<file path="src/rtl/ps_frame_pkg.sv">
// Shared types and default K-character codes for the 8b10b frame sequencer.
package ps_frame_pkg;

  typedef enum logic [2:0] {
    IDLE,
    SOF,
    PAYLOAD,
    CRC,
    EOF
  } state_t;

  localparam logic [7:0] K_IDLE_DFLT = 8'h3C;  // K28.1
  localparam logic [7:0] K_SOF_DFLT  = 8'hBC;  // K28.5
  localparam logic [7:0] K_EOF_DFLT  = 8'hFD;  // K29.7

endpackage

</file>
<file path="src/rtl/crc8_update.sv">
// One-byte CRC-8 step, MSB-first, no reflection, fully unrolled.
module crc8_update #(
  parameter logic [7:0] POLYNOMIAL = 8'h07
) (
  input  logic [7:0] crc_i,
  input  logic [7:0] byte_i,
  output logic [7:0] crc_o
);

  logic [7:0] c;

  always_comb begin
    c = crc_i ^ byte_i;
    for (int unsigned i = 0; i < 8; i++) begin
      c = c[7] ? ((c << 1) ^ POLYNOMIAL) : (c << 1);
    end
    crc_o = c;
  end

endmodule

</file>
<file path="src/rtl/ps_frame_sequencer.sv">
// Frames payload bytes as SOF, payload, CRC-8, EOF for the 8b10b encoder;
// idle K-chars fill every slot without data.
module ps_frame_sequencer
  import ps_frame_pkg::*;
#(
  parameter int unsigned PAYLOAD_LEN = 8,
  parameter logic [7:0]  POLYNOMIAL  = 8'h07,
  parameter logic [7:0]  CRC_INIT    = 8'h00,
  parameter logic [7:0]  K_IDLE      = K_IDLE_DFLT,
  parameter logic [7:0]  K_SOF       = K_SOF_DFLT,
  parameter logic [7:0]  K_EOF       = K_EOF_DFLT
) (
  input  logic       clk,
  input  logic       reset,
  input  logic [7:0] s_data,
  input  logic       s_valid,
  output logic       s_ready,
  output logic [7:0] enc_data,
  output logic       enc_k,
  output logic       busy,
  output logic       frame_done,
  output logic       underrun
);

  localparam logic [7:0] LAST_IDX = 8'(PAYLOAD_LEN - 1);

  state_t     state_q, state_d;
  logic [7:0] crc_q, crc_d;
  logic [7:0] count_q, count_d;
  logic [7:0] enc_data_q, enc_data_d;
  logic       enc_k_q, enc_k_d;
  logic       frame_done_q, frame_done_d;
  logic       underrun_q, underrun_d;
  logic [7:0] crc_next;

  crc8_update #(.POLYNOMIAL(POLYNOMIAL)) u_crc (
    .crc_i  (crc_q),
    .byte_i (s_data),
    .crc_o  (crc_next)
  );

  // Symbol registers load what the current state emits, so a byte accepted
  // at an edge is on enc_data right after that same edge.
  always_comb begin
    state_d      = state_q;
    crc_d        = crc_q;
    count_d      = count_q;
    enc_data_d   = K_IDLE;
    enc_k_d      = 1'b1;
    frame_done_d = 1'b0;
    underrun_d   = 1'b0;
    case (state_q)
      IDLE: begin
        if (s_valid) begin
          state_d = SOF;
          crc_d   = CRC_INIT;
          count_d = '0;
        end
      end
      SOF: begin
        enc_data_d = K_SOF;
        state_d    = PAYLOAD;
      end
      PAYLOAD: begin
        if (s_valid) begin
          enc_data_d = s_data;
          enc_k_d    = 1'b0;
          crc_d      = crc_next;
          count_d    = count_q + 8'd1;
          if (count_q == LAST_IDX) begin
            state_d = CRC;
          end
        end else begin
          underrun_d = 1'b1;
        end
      end
      CRC: begin
        enc_data_d = crc_q;
        enc_k_d    = 1'b0;
        state_d    = EOF;
      end
      EOF: begin
        enc_data_d   = K_EOF;
        frame_done_d = 1'b1;
        state_d      = IDLE;
      end
      default: state_d = IDLE;
    endcase
  end

  always_ff @(posedge clk or negedge reset) begin
    if (!reset) begin
      state_q      <= IDLE;
      crc_q        <= CRC_INIT;
      count_q      <= '0;
      enc_data_q   <= K_IDLE;
      enc_k_q      <= 1'b1;
      frame_done_q <= 1'b0;
      underrun_q   <= 1'b0;
    end else begin
      state_q      <= state_d;
      crc_q        <= crc_d;
      count_q      <= count_d;
      enc_data_q   <= enc_data_d;
      enc_k_q      <= enc_k_d;
      frame_done_q <= frame_done_d;
      underrun_q   <= underrun_d;
    end
  end

  assign s_ready    = (state_q == PAYLOAD);
  assign busy       = (state_q != IDLE);
  assign enc_data   = enc_data_q;
  assign enc_k      = enc_k_q;
  assign frame_done = frame_done_q;
  assign underrun   = underrun_q;

endmodule

</file>
<file path="config.mk">
export PLATFORM = sky130hd
export DESIGN_NAME = ps_frame_sequencer
export DESIGN_NICKNAME = d
export VERILOG_FILES = /design/src/rtl/ps_frame_pkg.sv /design/src/rtl/crc8_update.sv /design/src/rtl/ps_frame_sequencer.sv
export SDC_FILE = /design/constraint.sdc
export NUM_CORES = 1
export LEC_CHECK = 0
export ABC_CLOCK_PERIOD_IN_PS = 1650
export BUFFER_PORTS_ARGS = -buffer_cell sky130_fd_sc_hd__buf_2
export CORE_UTILIZATION = 25
export DETAILED_ROUTE_END_ITERATION = 16
export SYNTH_ARGS = -nofsm -noshare
export SYNTH_HDL_FRONTEND = slang
export SYNTH_HIERARCHICAL = 1
export SYNTH_SLANG_ARGS = --single-unit
</file>
<file path="constraint.sdc">
create_clock -name clk -period 1.65 [get_ports clk]
set_input_delay 0 -clock clk [delete_from_list [all_inputs] [get_ports clk]]
set_output_delay 0 -clock clk [all_outputs]
set_load 0.02 [all_outputs]
</file>
==> results of run 1 <==
[stage by stage]
step	util, %	power, W	worst slack, ns	area [um^2]
after floorplan	-	0.00235	0.0891	1500
after global placement	30.6	0.00274	0.0580	1730
after detailed placement	30.6	0.00277	0.0635	1730
after CTS	33.1	0.00341	0.0312	1870
after global routing	33.4	0.00365	-0.00539	1890
final	33.4	0.00338	0.0542	1890
[critical path: stages]
cell	delay, ns
dlygate4sd3_1	0.52
clkbuf_4	0.17
or3b_4	0.42
or4_1	0.51
a21oi_1	0.17
[worst paths after layout]
path | slack (ns) | to
worst max-delay path | 0.05 | count_q[7]$_DFFE_PN0P_
worst min-delay path | 0.01 | enc_data[5]$_DFF_PN1_
worst max register to register | 0.06 | count_q[7]$_DFFE_PN0P_
worst min register to register | 0.52 | crc_q[0]$_DFFE_PN0P_
max in group asynchronous | 0.90 | enc_data[6]$_DFF_PN0_
min in group asynchronous | 0.31 | crc_q[2]$_DFFE_PN0P_
[sequential cells by signal, indices dropped and copies added (netlist names)]
name        count
enc_data        8
enc_k           1
frame_done      1
count_q         8
underrun        1
state_q         3
crc_q           8
[layout by cell type (no fill, tap or decap)]
cell type	n
nand2_1	26
dfrtp_1	25
buf_2	22
o21ai_0	15
xnor2_1	13
a21oi_1	7
buf_4	7
nor2_1	6
clkbuf_8	6
inv_1	5
o22ai_1	5
or4_1	5
dfstp_2	5
dlygate4sd3_1	5
xor2_1	5
or3_1	4
o31ai_1	4
nand2b_1	3
a22oi_1	3
nor2b_1	2
nand3_1	2
xnor3_2	2
a32oi_1	1
nor3_1	1
or3b_4	1
nand4_1	1
ha_1	1
clkbuf_1	1
clkinv_2	1
or3b_2	1
clkbuf_4	1
xnor2_2	1
xor2_2	1
[per-layer routing]
layer / vias up / GRT usage (%) / share of wire, %
met5: - / 0 / 0
met4: 0 / 6.55 / 2.2
met3: 5 / 1.71 / 2.4
met2: 18 / 16.5 / 49
met1: 544 / 14.3 / 47
li1: 590 / - / -
[layout make-up]
type / count / share of cell area (%)
Clock buffer: 7 / 4.58
Inverter: 5 / 0.995
Sequential cell: 30 / 40.1
Timing Repair Buffer: 35 / 11.7
Clock inverter: 1 / 0.265
Tap cell: 72 / 4.78
Multi-Input combinational cell: 110 / 37.6
[cells by family (layout without fill, tap and decap cells)]
family          Yosys count  after routing
flops                    30             30
compound gates           35             35
simple gates             51             52
buf+inv                  12             48
xor+xnor                 22             22
fa+ha+maj                 1              1
[power by group through the flow]
stage	combinational [W]	clock [W]	sequential (W)
floorplan	0.00110	0	0.00125
global placement	0.00162	0	0.00112
detailed placement	0.00165	0	0.00112
CTS	0.00166	0.000630	0.00111
global route	0.00185	0.000650	0.00115
finish	0.00166	0.000608	0.00112
[repair_timing]
item / in CTS / in global routing
setup endpoints to repair: 0 / 5
resized for setup: 0 / 2
setup buffers: 0 / 0
hold buffers: 5 / 0
hold endpoints to repair: 30 / 0
==> run_results.csv, run 1 <==
group,metric,value,unit
synth,synth_top_cell_area_share,41.6,%
drt,antenna_left,0,
synth,synthFlopType,"dfrtp_1",
worst_setup_path,worst_setup_path_start_kind,"primary input",
synth,synth_top_family_by_area,"simple AND/OR/NAND/NOR gates",
finish,seqCellArea,757,um^2
finish,final_nets,199,
finish,area_growth,25.5,%
synth,ys_top_cells_by_area,"dfrtp_1, dfstp_2, xnor2_1, nand2_1, o21ai_0",
die,die_h,79.5,um
synth,synth.distinct_cells,28,
cts,root_buffer,"clkbuf_8",
global_route,antenna_found_initial,0,
timing,worst_slew_pin_slew,0.684,ns
synth,synthSimpleGateAreaFrac,16.4,%
global_route,grt_pass1_wl,5.09,mm
timing,setup_viol,0,
cts,clockBufferDepth,2,
synth,yosysSeqAreaShare,50.4,%
cts,cts_buffers,5,
power,power_density,1790,nW/um^2
drt,wl_per_cell,12.3,um
worst_setup_path,r2r_cells,3,
timing,fin_crit,1.60,ns
synth,synth_edf_count,0,
drt,vias_per_cell,4.45,
power,vdd.ir_drop.worst,695,uV
power,seq_power_share,33.1,%
drt,num_vias,1157,
global_route,overflow,0,
timing,finalHoldViolCount,0,
worst_setup_path,critical_path_class,"in2reg",
power,switchingPower,0.00134,W
cts,worstSkewPairLatency,0.28,ns
synth,synth_nets,163,
placement,placedCellCount,246,
synth,synth_mux_area_share,0,%
synth,syn_avg_cell_area,9.95,um^2
placement,hpwl,2.22,mm
synth,yosys.area.top_type,"dfrtp_1",
die,core_area,5640,um^2
timing,period_share,96.7,%
power,p_int,0.00205,W
hold_path,hold_path_class,"in2reg",
synth,yosysMostFrequentCell,"nand2_1",
die,fp.dieArea,6330,um^2
finish,drive_above_1_share,25.5,%
hold_path,worstHoldStart,"s_data[5]",
job,max_cap_viol_count,0,
die,die_w,79.5,um
worst_setup_path,crit_fanout,7,
synth,netlist_instances,151,
die,initial_core_util,26.6,%
worst_setup_path,worstPathArrival,1.80,ns
timing,slew_violations,0,
global_route,track_usage,10.8,%
timing,clock_skew,0.00484,ns
synth,synth_xor_area_share,15.3,%
power,p_leak,0.833,nW
drt,remaining_drc_errors,0,
drt,drt_iter0_markers,69,
cts,cts_num_sinks,30,
finish,n_antenna_cell,0,
worst_setup_path,crit_start,"s_valid",
drt,wl,3.20,mm
die,pin_count,24,
global_route,grt_pass1_vias,1063,
power,combPwrFrac,48.9,%
finish,nFillCells,580,
finish,final_cells,260,
timing,max_slew_margin,54.4,%
placement,finalWeightedCongestion,0.727,
cts,h-tree-depth,2,
synth,synth_compound_area_share,13.5,%
synth,synthArstFlopShare,100,%
hold_path,whs_path_depth,3,
power,swShare,39.5,%
synth,yosys-top-cells-count,"nand2_1, dfrtp_1, o21ai_0",
synth,ys_warn_count,6,
cts,tritoncts,"yes",
worst_setup_path,r2r-start,"state_q[0]$_DFFE_PN0P_",
drt,firstDrtPassIters,4,
power,clkPwrFrac,18.0,%
worst_setup_path,end_kind,"register",
placement,portBuffers,23,
worst_setup_path,required,1.85,ns
timing,clock.fmax,627,MHz
outcome,status,"completed",
die,num_rows,27,
finish,multi_input_area,708,um^2
timing,hold_ws,0.0135,ns
synth,syn-cell-area,1500,um^2
synth,synth-seq-cells,30,
timing,finalSetupTns,0,ns
global_route,grt_max_degree,31,
synth,synth_fa_ha_area_share,0.833,%
cts,clk_pin_slew,0.06,ns
Note: power is estimated with default switching activity, not from simulation.
==> inputs of run 2 (changes only) <==
--- a/config.mk
+++ b/config.mk
@@ -7,8 +7,11 @@
 export LEC_CHECK = 0
 export ABC_CLOCK_PERIOD_IN_PS = 1650
 export BUFFER_PORTS_ARGS = -buffer_cell sky130_fd_sc_hd__buf_2
+export CORE_MARGIN = 8
 export CORE_UTILIZATION = 25
+export CTS_CLUSTER_SIZE = 16
 export DETAILED_ROUTE_END_ITERATION = 16
+export GPL_TIMING_DRIVEN = 0
 export SYNTH_ARGS = -nofsm -noshare
 export SYNTH_HDL_FRONTEND = slang
 export SYNTH_HIERARCHICAL = 1
==> run_results.csv, run 2 (synthesized netlist as in run 1, its figures left out) <==
group,metric,value,unit
global_route,grt_max_degree,31,
worst_setup_path,cp_top_family,"simple AND/OR/NAND/NOR gates",
finish,seqCellArea,757,um^2
worst_setup_path,critical_path_class,"reg2reg",
drt,num_vias,1179,
global_route,track_usage,8.10,%
timing,slew_violations,0,
global_route,grt_pass1_wl,5.54,mm
drt,firstDrtPassIters,4,
worst_setup_path,end_kind,"register",
drt,vias_per_cell,4.43,
worst_setup_path,slowest_delay,0.53,ns
drt,antenna_left,0,
die,num_rows,28,
die,core_area,5850,um^2
timing,fin_ws,0.0200,ns
timing,hold_ws,0.0606,ns
worst_setup_path,critPathCapture,"count_q[5]$_DFFE_PN0P_",
placement,placedCellCount,249,
cts,clk_pin_slew,0.07,ns
die,fp.dieArea,8750,um^2
hold_path,worstHoldStart,"s_data[1]",
drt,wl,3.38,mm
finish,final_cell_mix,"nand2_1, buf_2, dfrtp_1, o21ai_0, xnor2_1",
timing,rsz0062_at_grt,"yes",
finish,multi_input_area,744,um^2
timing,max_slew_margin,55.1,%
worst_setup_path,reg2reg_slack,0.02,ns
finish,final_nets,202,
die,die_h,93.5,um
finish,area_growth,29.6,%
global_route,overflow,0,
finish,final_common_cell,"nand2_1",
timing,clock.fmax,613,MHz
finish,nFillCells,593,
worst_setup_path,worst_setup_path_start_kind,"register",
worst_setup_path,worstPathCellList,"buf_6, or3b_4, or4_4, a21oi_2",
finish,n_antenna_cell,0,
power,p_leak,0.852,nW
drt,drt_iter0_markers,51,
worst_setup_path,r2r-start,"state_q[2]$_DFFE_PN0P_",
placement,portBuffers,23,
job,max_cap_viol_count,0,
worst_setup_path,worstPathArrival,1.85,ns
cts,cts_buffers,5,
die,initial_core_util,25.7,%
worst_setup_path,r2r_cells,4,
placement,hpwl,2.41,mm
die,pin_count,24,
timing,period_share,98.8,%
power,vdd.ir_drop.worst,610,uV
worst_setup_path,slowest_stage,"or4_4",
drt,wl_per_cell,12.7,um
outcome,status,"completed",
worst_setup_path,crit_fanout,7,
timing,finalHoldViolCount,0,
die,die_w,93.5,um
timing,fin_crit,1.63,ns
worst_setup_path,path_depth,4,
finish,final_cells,266,
worst_setup_path,worst-path-buf-inv,1,
global_route,grt_pass1_vias,1143,
placement,dp_slack,-0.0610,ns
worst_setup_path,worstReg2RegEnd,"count_q[5]$_DFFE_PN0P_",
cts,worstSkewPairLatency,0.28,ns
timing,finalSetupTns,0,ns
timing,setup_viol,0,
hold_path,hold_path_class,"in2reg",
cts,cts_num_sinks,30,
timing,worst_slew_pin_slew,0.673,ns
placement,finalWeightedCongestion,0.818,
cts,clockBufferDepth,2,
cts,tritoncts,"yes",
global_route,antenna_found_initial,0,
finish,drive_above_1_share,29.8,%
drt,remaining_drc_errors,0,
timing,clock_skew,0.00908,ns
worst_setup_path,crit_start,"state_q[2]$_DFFE_PN0P_",
worst_setup_path,required,1.87,ns
cts,root_buffer,"clkbuf_8",
cts,h-tree-depth,2,
power,power_density,1760,nW/um^2
==> run 2: cell count changes in the layout (fill, tap and decap cells not counted), moves of 2 or more <==
cell	before	now
a21oi_1	7	3
a21oi_2	0	4
buf_2	22	25
buf_4	7	3
buf_6	0	2
clkbuf_1	1	3
or4_1	5	3
or4_4	0	2
xnor2_1	13	11
xnor2_2	1	3
==> run 2: routing by layer <==
layer	track usage (%)	wire, um	up-vias
met1	9.19	1460	547
li1	-	-	598
met5	0	0	-
met3	2.56	214	6
met2	13.5	1640	28
met4	3.96	63	0
==> run 2: stage by stage <==
step	utilization (%)	total power [W]	cell area [um^2]
after floorplan	-	0.00235	1500
after global placement	29.3	0.00272	1710
after detailed placement	29.3	0.00274	1710
after CTS	32.1	0.00339	1880
after global routing	33.3	0.00371	1950
final	33.3	0.00342	1950
==> run 2: repair_timing <==
item                       4_1_cts  5_1_grt
gates resized for setup          4       12
hold buffers                     6        0
setup endpoints to repair       10       15
pin swaps                        0        6
hold endpoints to repair        31        0
gates cloned                     0        1
setup buffers                    0        3
==> run 2: worst min-delay path by stage <==
stage	endpoint	slack, ns	cells after the start
floorplan	count_q[0]$_DFFE_PN0P_	-0.30	0
global placement	crc_q[3]$_DFFE_PN0P_	0.07	1
detailed placement	crc_q[3]$_DFFE_PN0P_	0.08	1
CTS	enc_data[1]$_DFF_PN0_	0.05	3
global route	enc_data[1]$_DFF_PN0_	0.07	3
finish	enc_data[1]$_DFF_PN0_	0.06	3
==> run 2: report_power, final <==
group          switching, W  total [W]  leakage, nW  internal [W]
logic              0.000938    0.00167        0.416      0.000733
registers          0.000157    0.00115        0.387      0.000993
clock network      0.000266   0.000601       0.0482      0.000336
==> run 2: area by class of cell <==
cell class | instances | area share (%)
Multi-Input combinational cell | 109 | 38.2
Inverter | 5 | 0.964
Buffer | 6 | 1.99
Sequential cell | 30 | 38.9
Clock buffer | 7 | 4.43
Clock inverter | 1 | 0.257
Tap cell | 75 | 4.82
Timing Repair Buffer | 33 | 10.4
==> run 2: worst reg2reg max path, stage by stage (launching register included) <==
cell and delay [ns]:
dfrtp_1 0.37, buf_6 0.12, or3b_4 0.41, or4_4 0.53, a21oi_2 0.14
==> inputs of run 3 (changes only) <==
--- a/config.mk
+++ b/config.mk
@@ -5,13 +5,13 @@
 export SDC_FILE = /design/constraint.sdc
 export NUM_CORES = 1
 export LEC_CHECK = 0
-export ABC_CLOCK_PERIOD_IN_PS = 1650
+export ABC_CLOCK_PERIOD_IN_PS = 1400
 export BUFFER_PORTS_ARGS = -buffer_cell sky130_fd_sc_hd__buf_2
 export CORE_MARGIN = 8
 export CORE_UTILIZATION = 25
+export CTS_CLUSTER_DIAMETER = 120
 export CTS_CLUSTER_SIZE = 16
 export DETAILED_ROUTE_END_ITERATION = 16
-export GPL_TIMING_DRIVEN = 0
 export SYNTH_ARGS = -nofsm -noshare
 export SYNTH_HDL_FRONTEND = slang
 export SYNTH_HIERARCHICAL = 1
==> constraint.sdc (replaced) <==
create_clock -name clk -period 1.4 [get_ports clk]
set_input_delay 0 -clock clk [delete_from_list [all_inputs] [get_ports clk]]
set_output_delay 0 -clock clk [all_outputs]
set_load 0.02 [all_outputs]
==> run_results.csv, run 3 (synthesized netlist as in run 1, its figures left out) <==
group,metric,value,unit
outcome,status,"finished with violations",
outcome,failed_checks,"negative setup slack",
die,num_rows,28,
worst_setup_path,slowest_stage,"or4_4",
cts,root_buffer,"clkbuf_8",
timing,period_share,111,%
timing,rsz0062_at_grt,"yes",
drt,wl_per_cell,12.5,um
cts,clk_pin_slew,0.07,ns
drt,vias_per_cell,4.48,
cts,cts_buffers,5,
finish,final_cell_mix,"nand2_1, dfrtp_1, buf_4, buf_2, o21ai_1",
global_route,grt_max_degree,31,
timing,setup_viol,8,
die,die_w,93.5,um
die,fp.dieArea,8750,um^2
die,core_area,5850,um^2
die,pin_count,24,
placement,portBuffers,23,
cts,tritoncts,"yes",
finish,stdcell_area,2130,um^2
timing,max_slew_margin,56.4,%
worst_setup_path,crit_fanout,8,
power,power_density,2120,nW/um^2
global_route,grt_pass1_vias,1166,
cts,cts_num_sinks,30,
timing,fin_ws,-0.158,ns
cts,clockBufferDepth,2,
finish,nFillCells,571,
finish,n_antenna_cell,0,
timing,clock_skew,0.00852,ns
worst_setup_path,slowest_delay,0.50,ns
timing,slew_violations,0,
placement,finalWeightedCongestion,0.738,
power,vdd.ir_drop.worst,891,uV
placement,hpwl,2.40,mm
finish,multi_input_area,806,um^2
drt,drt_iter0_markers,68,
timing,worst_slew_pin_slew,0.654,ns
global_route,track_usage,8.12,%
timing,clock.fmax,642,MHz
drt,antenna_left,0,
cts,h-tree-depth,2,
finish,final_nets,216,
worst_setup_path,worst_setup_path_start_kind,"register",
global_route,antenna_found_initial,0,
worst_setup_path,end_kind,"register",
drt,wl,3.50,mm
global_route,overflow,0,
die,die_h,93.5,um
worst_setup_path,required,1.61,ns
hold_path,hold_path_class,"in2reg",
timing,hold_ws,0.0178,ns
finish,seqCellArea,757,um^2
worst_setup_path,worstPathArrival,1.77,ns
global_route,grt_pass1_wl,5.68,mm
timing,fin_crit,1.56,ns
drt,num_vias,1253,
drt,firstDrtPassIters,4,
timing,finalHoldViolCount,0,
placement,place_area,1860,um^2
worst_setup_path,critical_path_class,"reg2reg",
worst_setup_path,worstPathCellList,"or3b_4, or4_4, a21oi_2",
die,initial_core_util,25.7,%
power,total_power,0.00451,W
job,max_cap_viol_count,0,
finish,drive_above_1_share,42.9,%
timing,finalSetupTns,-0.799,ns
finish,area_growth,41.5,%
drt,remaining_drc_errors,0,
power,p_leak,0.964,nW
cts,worstSkewPairLatency,0.29,ns
[run 3: cell type report]
type,count,share of cell area [%]
clock inverters,1,0.235
well taps,75,4.41
inverters,5,0.882
repair buffers,53,16.9
clock buffers,7,4.06
flip-flops and latches,30,35.6
multi-input cells,109,37.9
[run 3: per-layer routing]
layer  wire length, um  up-vias  GRT usage, %  part of all wire (%)
met3               224        8          2.32                   6.4
met1              1510      590          10.4                    43
met5                 0        -             0                     0
li1                  -      624             -                     -
met2              1690       31          11.9                    48
met4                72        0          4.76                   2.1
[run 3: metrics by stage]
| stage | setup WS (ns) | cells | utilization [%] |
|---|---|---|---|
| floorplan | -0.139 | 151 | - |
| global placement | -0.0655 | 263 | 31.7 |
| detailed placement | -0.0856 | 263 | 31.7 |
| CTS | -0.113 | 277 | 34.4 |
| global route | -0.188 | 280 | 36.4 |
| finish | -0.158 | 280 | 36.4 |
[run 3: what timing repair did]
action | 4_1_cts | 5_1_grt
endpoints found under the setup margin | 11 | 15
hold buffers | 4 | 0
endpoints found under the hold margin | 28 | 0
resized for setup | 3 | 21
pin swaps | 2 | 8
buffers inserted | 2 | 4
[run 3: path summary, 6_finish.rpt]
check | from | end | slack (ns) | depth (start not counted)
max in group asynchronous | reset | count_q[2]$_DFFE_PN0P_ | 0.69 | 2
worst max register to register | state_q[0]$_DFFE_PN0P_ | count_q[5]$_DFFE_PN0P_ | -0.16 | 3
worst min register to register | count_q[1]$_DFFE_PN0P_ | count_q[1]$_DFFE_PN0P_ | 0.53 | 2
min in group asynchronous | reset | crc_q[4]$_DFFE_PN0P_ | 0.27 | 2
worst min-delay path | s_valid | underrun$_DFF_PN0_ | 0.02 | 3
worst max-delay path | state_q[0]$_DFFE_PN0P_ | count_q[5]$_DFFE_PN0P_ | -0.16 | 3
[run 3: worst max-delay path, delay by kind of cell, from the launching register on]
kind            cells  cell delay [ns]
simple gates        2             0.95
flops               1             0.40
compound gates      1             0.14
[run 3: where the power goes]
group	switching (W)	internal, W
Sequential	0.000153	0.00117
Combinational	0.00126	0.00121
Clock	0.000326	0.000396
Total	0.00174	0.00277
